<file path="src/rtl/cache_rd_arbiter.sv">
// Read-port arbiter: N requesters share one downstream AR/R port; AR is registered, R routed by id prefix.
// Optional macro CACHE_RD_ARB_PRIO_EN gives requester 0 strict priority over a round-robin of the rest.
module cache_rd_arbiter #(
  parameter int N_REQ      = 3,
  parameter int ADDR_WIDTH = 32,
  parameter int DATA_WIDTH = 64,
  parameter int ID_WIDTH   = 2,
  parameter int USER_WIDTH = 1,
  parameter int MAX_OUTST  = 8,
  localparam int IW        = $clog2(N_REQ)
) (
  input  logic                             clk,
  input  logic                             rst,
  // Handshake: a transfer happens on a cycle where valid and ready are both high at the rising edge;
  // ready never depends on a transfer elsewhere in the same cycle except m_ar_ready draining the AR slot.
  input  logic [N_REQ-1:0]                 s_ar_valid,
  output logic [N_REQ-1:0]                 s_ar_ready,
  input  logic [N_REQ*ID_WIDTH-1:0]        s_ar_id,
  input  logic [N_REQ*ADDR_WIDTH-1:0]      s_ar_addr,
  input  logic [N_REQ*8-1:0]               s_ar_len,
  input  logic [N_REQ*3-1:0]               s_ar_size,
  input  logic [N_REQ*2-1:0]               s_ar_burst,
  input  logic [N_REQ*4-1:0]               s_ar_snoop,
  input  logic [N_REQ*USER_WIDTH-1:0]      s_ar_user,
  output logic [N_REQ-1:0]                 s_r_valid,
  input  logic [N_REQ-1:0]                 s_r_ready,
  output logic [ID_WIDTH-1:0]              s_r_id,
  output logic [DATA_WIDTH-1:0]            s_r_data,
  output logic [4:0]                       s_r_resp,
  output logic                             s_r_last,
  output logic [USER_WIDTH-1:0]            s_r_user,
  output logic                             m_ar_valid,
  input  logic                             m_ar_ready,
  output logic [ID_WIDTH+IW-1:0]           m_ar_id,
  output logic [ADDR_WIDTH-1:0]            m_ar_addr,
  output logic [7:0]                       m_ar_len,
  output logic [2:0]                       m_ar_size,
  output logic [1:0]                       m_ar_burst,
  output logic [3:0]                       m_ar_snoop,
  output logic [USER_WIDTH-1:0]            m_ar_user,
  input  logic                             m_r_valid,
  output logic                             m_r_ready,
  input  logic [ID_WIDTH+IW-1:0]           m_r_id,
  input  logic [DATA_WIDTH-1:0]            m_r_data,
  input  logic [4:0]                       m_r_resp,
  input  logic                             m_r_last,
  input  logic [USER_WIDTH-1:0]            m_r_user
);

  localparam int            CW       = $clog2(MAX_OUTST + 1);
  localparam logic [CW-1:0] MAX_CNT  = CW'(MAX_OUTST);
  localparam logic [IW-1:0] LAST_IDX = IW'(N_REQ - 1);
  localparam logic [IW:0]   N_REQ_W  = (IW + 1)'(N_REQ);
`ifdef CACHE_RD_ARB_PRIO_EN
  localparam logic [IW-1:0] PTR_BASE = IW'(1);
`else
  localparam logic [IW-1:0] PTR_BASE = '0;
`endif

  logic [IW-1:0]          ptr;
  logic [CW-1:0]          cnt;
  logic [N_REQ-1:0]       rr_valid;
  logic                   hi_found;
  logic [IW-1:0]          hi_idx;
  logic [IW-1:0]          lo_idx;
  logic [IW-1:0]          grant;
  logic [IW-1:0]          ptr_nxt;
  logic                   ar_any;
  logic                   slot_free;
  logic                   can_acc;
  logic                   ar_hs;
  logic                   r_last_hs;
  logic [IW-1:0]          r_idx;
  logic                   r_idx_ok;
  logic [ID_WIDTH-1:0]    sel_id;
  logic [ADDR_WIDTH-1:0]  sel_addr;
  logic [7:0]             sel_len;
  logic [2:0]             sel_size;
  logic [1:0]             sel_burst;
  logic [3:0]             sel_snoop;
  logic [USER_WIDTH-1:0]  sel_user;

  // Round-robin: first valid at or above ptr wins, else the lowest valid below it.
  always_comb begin
    rr_valid = s_ar_valid;
`ifdef CACHE_RD_ARB_PRIO_EN
    rr_valid[0] = 1'b0;
`endif
    hi_found = 1'b0;
    hi_idx   = '0;
    lo_idx   = '0;
    for (int i = N_REQ - 1; i >= 0; i--) begin
      if (rr_valid[i]) begin
        lo_idx = IW'(i);
        if (IW'(i) >= ptr) begin
          hi_found = 1'b1;
          hi_idx   = IW'(i);
        end
      end
    end
    grant = hi_found ? hi_idx : lo_idx;
`ifdef CACHE_RD_ARB_PRIO_EN
    if (s_ar_valid[0]) grant = '0;
`endif
  end

  always_comb begin
    ptr_nxt = (grant == LAST_IDX) ? PTR_BASE : grant + IW'(1);
`ifdef CACHE_RD_ARB_PRIO_EN
    // A priority grant to requester 0 leaves the rotation of the others untouched.
    if (grant == '0) ptr_nxt = ptr;
`endif
  end

  assign ar_any    = |s_ar_valid;
  assign slot_free = !m_ar_valid || m_ar_ready;
  assign can_acc   = slot_free && (cnt < MAX_CNT);
  assign ar_hs     = !rst && ar_any && can_acc;

  always_comb begin
    s_ar_ready = '0;
    sel_id     = '0;
    sel_addr   = '0;
    sel_len    = '0;
    sel_size   = '0;
    sel_burst  = '0;
    sel_snoop  = '0;
    sel_user   = '0;
    for (int i = 0; i < N_REQ; i++) begin
      if (grant == IW'(i)) begin
        s_ar_ready[i] = ar_hs;
        sel_id        = s_ar_id[i*ID_WIDTH +: ID_WIDTH];
        sel_addr      = s_ar_addr[i*ADDR_WIDTH +: ADDR_WIDTH];
        sel_len       = s_ar_len[i*8 +: 8];
        sel_size      = s_ar_size[i*3 +: 3];
        sel_burst     = s_ar_burst[i*2 +: 2];
        sel_snoop     = s_ar_snoop[i*4 +: 4];
        sel_user      = s_ar_user[i*USER_WIDTH +: USER_WIDTH];
      end
    end
  end

  always_ff @(posedge clk) begin
    if (rst) begin
      m_ar_valid <= 1'b0;
      ptr        <= PTR_BASE;
    end else if (ar_hs) begin
      m_ar_valid <= 1'b1;
      ptr        <= ptr_nxt;
    end else if (m_ar_ready) begin
      m_ar_valid <= 1'b0;
    end
  end

  // Payload only moves on an accept, so it stays put while the slot is stalled.
  always_ff @(posedge clk) begin
    if (ar_hs) begin
      m_ar_id    <= {grant, sel_id};
      m_ar_addr  <= sel_addr;
      m_ar_len   <= sel_len;
      m_ar_size  <= sel_size;
      m_ar_burst <= sel_burst;
      m_ar_snoop <= sel_snoop;
      m_ar_user  <= sel_user;
    end
  end

  assign r_last_hs = m_r_valid && m_r_ready && m_r_last && (cnt != '0);

  always_ff @(posedge clk) begin
    if (rst) begin
      cnt <= '0;
    end else begin
      case ({ar_hs, r_last_hs})
        2'b10:   cnt <= cnt + CW'(1);
        2'b01:   cnt <= cnt - CW'(1);
        default: cnt <= cnt;
      endcase
    end
  end

  // R beats are steered per beat by the index carried in the top id bits; an out-of-range index is sunk.
  assign r_idx    = m_r_id[ID_WIDTH+IW-1 -: IW];
  assign r_idx_ok = {1'b0, r_idx} < N_REQ_W;

  always_comb begin
    s_r_valid = '0;
    m_r_ready = !r_idx_ok;
    for (int i = 0; i < N_REQ; i++) begin
      if (r_idx == IW'(i)) begin
        s_r_valid[i] = m_r_valid;
        m_r_ready    = s_r_ready[i];
      end
    end
  end

  assign s_r_id   = m_r_id[ID_WIDTH-1:0];
  assign s_r_data = m_r_data;
  assign s_r_resp = m_r_resp;
  assign s_r_last = m_r_last;
  assign s_r_user = m_r_user;

  illegal_r_idx_a: assert property (@(posedge clk) disable iff (rst) !(m_r_valid && !r_idx_ok));

endmodule
</file>
<file path="config.mk">
export PLATFORM = sky130hd
export DESIGN_NAME = cache_rd_arbiter
export DESIGN_NICKNAME = d
export VERILOG_FILES = /design/src/rtl/cache_rd_arbiter.sv
export SDC_FILE = /design/constraint.sdc
export NUM_CORES = 1
export LEC_CHECK = 0
export ABC_AREA = 1
export ABC_CLOCK_PERIOD_IN_PS = 6300
export BUFFER_PORTS_ARGS = -buffer_cell sky130_fd_sc_hd__buf_2
export CAP_MARGIN = 5
export CORE_AREA = 10 10 136 138
export CTS_CLUSTER_SIZE = 40
export DETAILED_ROUTE_END_ITERATION = 8
export DIE_AREA = 0 0 146 148
export HOLD_SLACK_MARGIN = 0.02
export PLACE_DENSITY = 0.54
export SYNTH_ARGS = -nofsm -noshare
export SYNTH_HDL_FRONTEND = slang
export SYNTH_SLANG_ARGS = --single-unit
</file>
<file path="constraint.sdc">
create_clock -name clk -period 6.3 [get_ports clk]
set_clock_uncertainty 0.2 [all_clocks]
set_input_delay 0.315 -clock clk [delete_from_list [all_inputs] [get_ports clk]]
set_output_delay 0.315 -clock clk [all_outputs]
set_load 0.01 [all_outputs]
</file>
==> results of run 1 <==
-- logic make-up after synthesis --
kind of cell	after synthesis	synth area share, %
flops	61	48.0
fa+ha+maj	3	1.02
xor+xnor	1	0.239
buf+inv	111	20.6
simple gates	249	28.1
compound gates	14	2.08
-- worst max-delay path: cells and delay by family --
| kind | cells | cell delay [ns] |
|---|---|---|
| simple gates | 3 | 0.39 |
| fa+ha+maj | 2 | 0.50 |
| compound gates | 3 | 0.34 |
| xor+xnor | 1 | 0.13 |
| buf+inv | 7 | 1.79 |
-- per-stage QoR --
| stage | util [%] | cells | hold slack [ns] | instance area [um2] | worst slack (ns) |
|---|---|---|---|---|---|
| finish | 30.2 | 816 | 0.0615 | 4750 | 2.85 |
| global route | 30.2 | 816 | 0.0633 | 4750 | 2.54 |
| CTS | 30.2 | 816 | 0.0430 | 4750 | 2.84 |
| detailed placement | 28.4 | 800 | 0.280 | 4460 | 3.04 |
| global placement | 28.4 | 800 | 0.281 | 4460 | 3.07 |
| floorplan | - | 439 | 0.184 | 3670 | 0.750 |
-- synth_stat cells (all sizes together) --
cell	n	area [um2]
a21oi	7	35.0
a31oi	3	18.8
buf	88	669
dfxtp	7	140
edfxtp	54	1620
ha	3	37.5
inv	23	86.3
nand2	173	652
nand3	59	295
nand3b	3	22.5
nand4	1	6.26
nor2	8	30.0
nor3	4	20.0
nor4	1	6.26
o21ai	3	15.0
o21bai	1	7.51
xnor2	1	8.76
-- sequential cells by signal (all words and copies together) (netlist names) --
| register | count |
|---|---|
| m_ar_id | 4 |
| ptr | 2 |
| m_ar_valid | 1 |
| m_ar_addr | 32 |
| m_ar_burst | 2 |
| m_ar_snoop | 4 |
| m_ar_size | 3 |
| m_ar_user | 1 |
| cnt | 4 |
| m_ar_len | 8 |
-- final cells by class --
type	instances	area, um2
fillers	1730	11000
flip-flops and latches	61	1760
repair buffers	234	1180
multi-input cells	267	1170
well taps	216	270
clock buffers	9	225
inverters	23	86.3
clock inverters	6	55.1
-- metal layers --
metal | wire [um] | GRT usage [%]
met1 | 4980 | 12.2
met2 | 8630 | 25.7
met5 | 0 | 0
met4 | 192 | 3.80
met3 | 2670 | 10.2
-- power by group through the flow --
stage	clock network [W]	registers [W]	logic, W
after floorplan	0	0.000549	0.000175
after global placement	0	0.000525	0.000277
after detailed placement	0	0.000526	0.000277
after CTS	0.000493	0.000518	0.000278
after global routing	0.000510	0.000523	0.000307
final	0.000471	0.000518	0.000272
-- path summary, 6_finish.rpt --
| kind | from | endpoint | depth (start not counted) |
|---|---|---|---|
| setup / recovery | rst | cnt[2] | 16 |
| hold / removal | m_ar_ready | m_ar_valid | 4 |
| setup reg to reg | cnt[3] | cnt[2] | 14 |
| hold reg to reg | m_ar_valid | m_ar_valid | 2 |
==> flow_summary.json, run 1 <==
{
  "first_pass_iters": 5,
  "cts_buffers": 9,
  "vias": 3424,
  "critPathArrivalTime_ns": 3.47,
  "seq_power_share_pct": 41.1,
  "setup_tns_ns": 0,
  "synth.distinct_cells": 21,
  "cts.clk_slew.worst_paths_ns": 0.05,
  "syn_nets": 683,
  "hold_viol": 0,
  "grt_max_degree": 58,
  "status": "finished, final reports clean",
  "num-nets-final": 840,
  "clock.fmax_mhz": 290,
  "htreeDepth": 3,
  "slew_headroom_pct": 31.2,
  "power_density_nw_per_um2": 265,
  "r2r_setup_slack_ns": 3.26,
  "cp_max_fo": 57,
  "yosys_warnings": 0,
  "swShare_pct": 27.9,
  "p_int_w": 0.000909,
  "grt_overflow": 0,
  "num_io_pins": 376,
  "coreArea_um2": 15700,
  "crit_type": "input pin to register",
  "viasPerCell": 4.20,
  "diodes": 0,
  "rsz0062_at_grt": "false",
  "leakagePower_nw": 2.35,
  "postCtsHoldBufs": 1,
  "dp_hpwl_um": 13600,
  "synth_area_um2": 3670,
  "grt_pass1_vias": 3442,
  "grt_usage_pct": 14.2,
  "die-area_um2": 21600,
  "final_common_cell": "buf_2",
  "crit_path_end_kind": "register",
  "avgSynthCellArea_um2": 8.37,
  "peakVddDrop_v": 0.000150,
  "layout_common_cells": "buf_2 (231), nand2_1 (172), nand3_1 (59), edfxtp_1 (54), inv_1 (19)",
  "cts_resized": 0,
  "worst_slew_pin_slew_ns": 1.03,
  "period_share_pct": 54.8,
  "power.total_w": 0.00126,
  "cts_tree": "built",
  "placement_rows": 46,
  "antenna_left": 0,
  "drt_iter0_markers": 149,
  "cp_data_required_time_ns": 6.32,
  "slowest_stage": "buf_4",
  "hold_class": "input pin to register",
  "pwr-share-comb_pct": 21.6,
  "synthCells": 439,
  "grt_pass1_wl_um": 23100,
  "cts.sink_count": 61,
  "start_kind": "input pin",
  "routedWlPerCell_um": 20.2,
  "dieWidth_um": 146,
  "post_route_cells_drive_above_1_share_pct": 42.0,
  "report.final.slew_viol_count": 0,
  "p_sw_w": 0.000351,
  "setup_viol": 0,
  "crit_path_max_incr_delay_ns": 0.62,
  "cpMostUsedCell": "inv_1",
  "root_buffer": "clkbuf_16",
  "port_buffers": 231,
  "post_cts_buffers": 0,
  "maxCapViolations": 0,
  "synth_seq_cells": 61,
  "synth_seq_area_share_pct": 48.0,
  "place.gp.congestion": 0.852,
  "finalCriticalPeriod_ns": 3.45,
  "start_util_pct": 23.4,
  "syn_to_final_growth_pct": 29.3,
  "worstPathCellList": "dlygate4sd3_1, buf_2, inv_1, nand3_1, a31oi_4, buf_4, inv_1, ha_1, nand2_1, inv_1, nor2_1, ha_1, a21oi_1, xnor2_1, o21ai_0, inv_1",
  "clkPwrFrac_pct": 37.3,
  "clk_latency_ns": 0.33,
  "wirelength_um": 16500,
  "drc_errors": 0,
  "antenna_found_initial": 0,
  "clockBufferDepth": 2,
  "die_y_um": 148
}
Power figures use the tool's default switching activity.
==> inputs of run 2 (changes only) <==
--- a/config.mk
+++ b/config.mk
@@ -6,7 +6,7 @@
 export NUM_CORES = 1
 export LEC_CHECK = 0
 export ABC_AREA = 1
-export ABC_CLOCK_PERIOD_IN_PS = 6300
+export ABC_CLOCK_PERIOD_IN_PS = 3600
 export BUFFER_PORTS_ARGS = -buffer_cell sky130_fd_sc_hd__buf_2
 export CAP_MARGIN = 5
 export CORE_AREA = 10 10 136 138
==> constraint.sdc (replaced) <==
create_clock -name clk -period 3.6 [get_ports clk]
set_clock_uncertainty 0.2 [all_clocks]
set_input_delay 0.18 -clock clk [delete_from_list [all_inputs] [get_ports clk]]
set_output_delay 0.18 -clock clk [all_outputs]
set_load 0.01 [all_outputs]
==> run 2 against run 1 <==
First-iteration DRC count is 14% lower; combinational power is 140% higher; setup slack worse by 2.0 ns; sequential power is 75% higher; wire length is 13% higher; sequential share of layout area is 6.7 points lower; final cell count is 13% higher; register-to-register slack worse by 2.4 ns; largest cell class is now buffers; largest power group unchanged; highest routed layer is now met5.
==> flow_summary.json, run 2 (synthesis results as in run 1) <==
{
  "drt_iter0_markers": 128,
  "hold_class": "input pin to register",
  "p_sw_w": 0.000660,
  "cts_buffers": 9,
  "htreeDepth": 3,
  "start_kind": "input pin",
  "place.gp.congestion": 0.846,
  "clock.fmax_mhz": 363,
  "worstPathBufferInverterCount": 6,
  "coreArea_um2": 15700,
  "pwr-share-comb_pct": 27.3,
  "finalCriticalPeriod_ns": 2.75,
  "hold_viol": 0,
  "wirelength_um": 18600,
  "leakagePower_nw": 2.80,
  "seq_power_share_pct": 37.8,
  "clkPwrFrac_pct": 34.9,
  "syn_to_final_growth_pct": 58.0,
  "cts.sink_count": 61,
  "maxCapViolations": 0,
  "r2r_setup_slack_ns": 0.86,
  "start_util_pct": 23.4,
  "p_int_w": 0.00174,
  "drc_errors": 0,
  "top_regs": "m_ar_addr: 32 flops, m_ar_len: 8 flops",
  "crit_path_max_incr_delay_ns": 0.63,
  "grt_pass1_wl_um": 26100,
  "final.fill_count": 1613,
  "grt_pass1_vias": 3957,
  "cp_max_fo": 56,
  "vias": 3915,
  "final_common_cell": "buf_2",
  "diodes": 0,
  "clockBufferDepth": 2,
  "root_buffer": "clkbuf_16",
  "slowest_stage": "buf_4",
  "fin_cells": 921,
  "worstPathCellList": "dlygate4sd3_1, buf_2, inv_1, nand3_1, a31oi_4, buf_4, nand3_1, inv_1, buf_2",
  "largest_register_ffs": 32,
  "setup_viol": 0,
  "dp_hpwl_um": 14500,
  "antenna_left": 0,
  "routedWlPerCell_um": 20.1,
  "grt_usage_pct": 16.1,
  "grt_max_degree": 57,
  "dp_cells": 800,
  "cts_tree": "built",
  "peakVddDrop_v": 0.000251,
  "clk_latency_ns": 0.33,
  "num_io_pins": 376,
  "layout_common_cells": "buf_2 (231), nand2_1 (172), dlygate4sd3_1 (106), nand3_1 (59), edfxtp_1 (54)",
  "num-nets-final": 945,
  "cp_data_required_time_ns": 3.22,
  "die_y_um": 148,
  "slew_headroom_pct": 31.6,
  "critPathTopFamily": "buffers and inverters",
  "die-area_um2": 21600,
  "critPathArrivalTime_ns": 2.37,
  "placement_rows": 46,
  "post_route_cells_drive_above_1_share_pct": 35.7,
  "swShare_pct": 27.5,
  "port_buffers": 231,
  "regMostFlops": "m_ar_addr",
  "dieWidth_um": 146,
  "period_share_pct": 76.5,
  "worst_slew_pin_slew_ns": 1.02,
  "report.final.slew_viol_count": 0,
  "crit_path_end_kind": "primary output",
  "antenna_found_initial": 0,
  "crit_type": "input pin to primary output",
  "cts.clk_slew.worst_paths_ns": 0.05,
  "rsz0062_at_grt": "false",
  "power_density_nw_per_um2": 413,
  "grt_overflow": 0,
  "status": "finished, final reports clean",
  "setup_tns_ns": 0,
  "first_pass_iters": 4,
  "viasPerCell": 4.25
}
[run 2: stage by stage]
step | setup slack (ns) | total power (W) | hold slack [ns] | utilization, % | cell area (um2)
finish | 0.848 | 0.00240 | 0.157 | 36.9 | 5800
global route | 0.694 | 0.00255 | 0.160 | 36.9 | 5800
CTS | 0.813 | 0.00244 | 0.130 | 36.9 | 5800
detailed placement | 1.35 | 0.00141 | 0.160 | 28.4 | 4460
global placement | 1.38 | 0.00141 | 0.160 | 28.4 | 4460
floorplan | 0.377 | 0.00126 | 0.0491 | - | 3690
[run 2: what timing repair did]
| item | CTS | global route |
|---|---|---|
| resized for setup | 0 | 0 |
| endpoints found under the hold margin | 59 | 0 |
| hold buffers | 106 | 0 |
| buffers inserted | 0 | 0 |
[run 2: final cells by class]
type | count | area (um2) | area share (%)
Inverter | 23 | 86.3 | 1.49
Multi-Input combinational cell | 267 | 1170 | 20.2
Clock buffer | 9 | 225 | 3.88
Tap cell | 216 | 270 | 4.66
Clock inverter | 6 | 55.1 | 0.949
Timing Repair Buffer | 339 | 2230 | 38.5
Sequential cell | 61 | 1760 | 30.4
[run 2: final timing paths]
path / start / endpoint / cells after the start
max: rst / s_ar_ready[0] / 9
min: s_ar_valid[0] / ptr[0] / 5
max reg2reg: ptr[1] / m_ar_addr[11] / 8
min reg2reg: m_ar_valid / m_ar_valid / 2
[run 2: power by group through the flow]
stage	logic [W]	clock network, W	registers, W
after detailed placement	0.000487	0	0.000922
after global routing	0.000721	0.000911	0.000914
after floorplan	0.000308	0	0.000957
after CTS	0.000656	0.000873	0.000908
after global placement	0.000487	0	0.000920
final	0.000654	0.000837	0.000907
[run 2: layer usage]
| metal | track usage (%) | part of all wire, % | up-vias | wire [um] |
|---|---|---|---|---|
| met4 | 6.11 | 2.6 | 2 | 480 |
| met5 | 0.948 | 0.17 | - | 31 |
| li1 | - | - | 1884 | - |
| met1 | 14.4 | 33 | 1759 | 6030 |
| met2 | 28.5 | 51 | 250 | 9430 |
| met3 | 10.3 | 14 | 20 | 2580 |
[run 2: worst min-delay path, cell delays in order]
cell and delay [ns]:
buf_2 0.11, nand3_1 0.08, nand2_2 0.07, nand3_1 0.12
a21oi_1 0.07
==> inputs of run 3 (changes only) <==
--- a/config.mk
+++ b/config.mk
@@ -6,7 +6,7 @@
 export NUM_CORES = 1
 export LEC_CHECK = 0
 export ABC_AREA = 1
-export ABC_CLOCK_PERIOD_IN_PS = 3600
+export ABC_CLOCK_PERIOD_IN_PS = 2750
 export BUFFER_PORTS_ARGS = -buffer_cell sky130_fd_sc_hd__buf_2
 export CAP_MARGIN = 5
 export CORE_AREA = 10 10 136 138
==> constraint.sdc (replaced) <==
create_clock -name clk -period 2.75 [get_ports clk]
set_clock_uncertainty 0.2 [all_clocks]
set_input_delay 0.1375 -clock clk [delete_from_list [all_inputs] [get_ports clk]]
set_output_delay 0.1375 -clock clk [all_outputs]
set_load 0.01 [all_outputs]
==> run 3 against run 2 <==
First-iteration DRC count fell by 15%; total power rose by 36%; global-route usage fell by 0.57 points; sequential share of layout area fell by 0.61 points.
==> flow_summary.json, run 3 (synthesis results as in run 1) <==
{
  "status": "finished, final reports clean",
  "final_area_um2": 5920,
  "period_share_pct": 90.8,
  "antenna_found_initial": 0,
  "final.fill_count": 1621,
  "cts_buffers": 9,
  "critPathArrivalTime_ns": 2.48,
  "syn_to_final_growth_pct": 61.3,
  "r2r_cells": 8,
  "cts.sink_count": 61,
  "root_buffer": "clkbuf_16",
  "routedWlPerCell_um": 19.2,
  "r2r_end": "m_ar_addr[7]",
  "drt_iter0_markers": 109,
  "crit_type": "register to register",
  "die_y_um": 148,
  "dp_hpwl_um": 14000,
  "cts_tree": "built",
  "hp-start": "m_r_data[53]",
  "hold_viol": 0,
  "slew_headroom_pct": 60.2,
  "vias": 3855,
  "start_kind": "register",
  "power_density_nw_per_um2": 551,
  "wirelength_um": 17700,
  "hold_class": "input pin to primary output",
  "drc_errors": 0,
  "placed_cell_area_um2": 4540,
  "min_delay_worst_endpoint": "s_r_data[53]",
  "post_cts_buffers": 0,
  "start_util_pct": 23.4,
  "die-area_um2": 21600,
  "coreArea_um2": 15700,
  "layout_common_cells": "buf_2 (231), nand2_1 (170), dlygate4sd3_1 (106), nand3_1 (58), edfxtp_1 (54)",
  "dieWidth_um": 146,
  "maxCapViolations": 0,
  "holdPathStages": 0,
  "finish.utilization_pct": 37.7,
  "post_route_cells_drive_above_1_share_pct": 37.8,
  "placement_rows": 46,
  "top_regs": "m_ar_addr: 32 flops, m_ar_len: 8 flops",
  "grt_max_degree": 57,
  "area.sequential_um2": 1760,
  "grt_pass1_vias": 3916,
  "clk_latency_ns": 0.33,
  "power.total_w": 0.00327,
  "final_common_cell": "buf_2",
  "antenna_left": 0,
  "htreeDepth": 3,
  "r2r_setup_slack_ns": 0.25,
  "cp_data_required_time_ns": 2.74,
  "cp_max_fo": 29,
  "place.gp.congestion": 0.812,
  "port_buffers": 231,
  "finalCriticalPeriod_ns": 2.50,
  "crit_path_end_kind": "register",
  "clock.fmax_mhz": 401,
  "multi_input_area_um2": 1220,
  "num-nets-final": 946,
  "report.final.slew_viol_count": 0,
  "rsz0062_at_grt": "false",
  "worst_slew_pin_slew_ns": 0.597,
  "first_pass_iters": 4,
  "grt_usage_pct": 15.5,
  "regMostFlops": "m_ar_addr",
  "num_io_pins": 376,
  "peakVddDrop_v": 0.000309,
  "grt_pass1_wl_um": 25500,
  "clockBufferDepth": 2,
  "largest_register_ffs": 32,
  "grt_overflow": 0,
  "leakagePower_nw": 2.83,
  "r2r_start": "ptr[1]",
  "cts.clk_slew.worst_paths_ns": 0.05,
  "viasPerCell": 4.18,
  "setup_viol": 0,
  "diodes": 0
}
run 3: cell types whose count changed in the layout (fill, tap and decap cells not counted), sizes merged:
cell      change
clkinv        -2
clkinvlp      +1
buf           +1
bufinv        +1
run 3: power breakdown:
part	switching (W)	internal (W)
clock	0.000420	0.000787
sequential	0.0000376	0.00115
combinational	0.000419	0.000451
run 3: critical path, cell delays in order (launching register included):
cell and delay [ns]:
dfxtp_1 0.40, a21oi_1 0.10, o21bai_1 0.15, nand2_2 0.09, inv_2 0.40, buf_12 0.25, nand2_1 0.07, nand3_1 0.09
dlygate4sd3_1 0.58
run 3: through the flow:
step / setup WS (ns) / setup TNS (ns) / hold slack, ns / instances
after global routing: 0.0872 / 0 / 0.0750 / 922
after CTS: 0.0756 / 0 / 0.0751 / 922
after global placement: 0.596 / 0 / 0.0751 / 801
after floorplan: -0.173 / -0.330 / -0.000845 / 439
final: 0.254 / 0 / 0.0750 / 922
after detailed placement: 0.610 / 0 / 0.0751 / 801
run 3: worst max-delay path by stage:
stage	startpoint	end	cells past startpoint
floorplan	m_ar_valid	cnt[2]	13
finish	ptr[1]	m_ar_addr[7]	8
global route	ptr[1]	m_ar_addr[7]	8
detailed placement	m_r_id[2]	cnt[2]	14
global placement	rst	s_ar_ready[0]	8
CTS	rst	s_ar_ready[0]	9
run 3: layer usage:
layer | up-vias | track usage [%] | part of all wire (%)
met1 | 1696 | 13.9 | 32
met2 | 245 | 27.2 | 50
li1 | 1889 | - | -
met3 | 23 | 9.89 | 14
met4 | 2 | 6.51 | 2.9
met5 | - | 0.948 | 0.15
run 3: area by class of cell:
class | count | share of cell area (%)
Tap cell | 216 | 4.56
Sequential cell | 61 | 29.8
Multi-Input combinational cell | 267 | 20.6
Timing Repair Buffer | 340 | 38.3
Inverter | 23 | 1.50
Clock buffer | 9 | 3.80
Clock inverter | 6 | 1.50
run 3: timing repair:
item / 4_1_cts / 5_1_grt
gates resized for setup: 0 / 3
hold buffers: 106 / 0
setup endpoints to repair: 0 / 54
endpoints found under the hold margin: 59 / 0
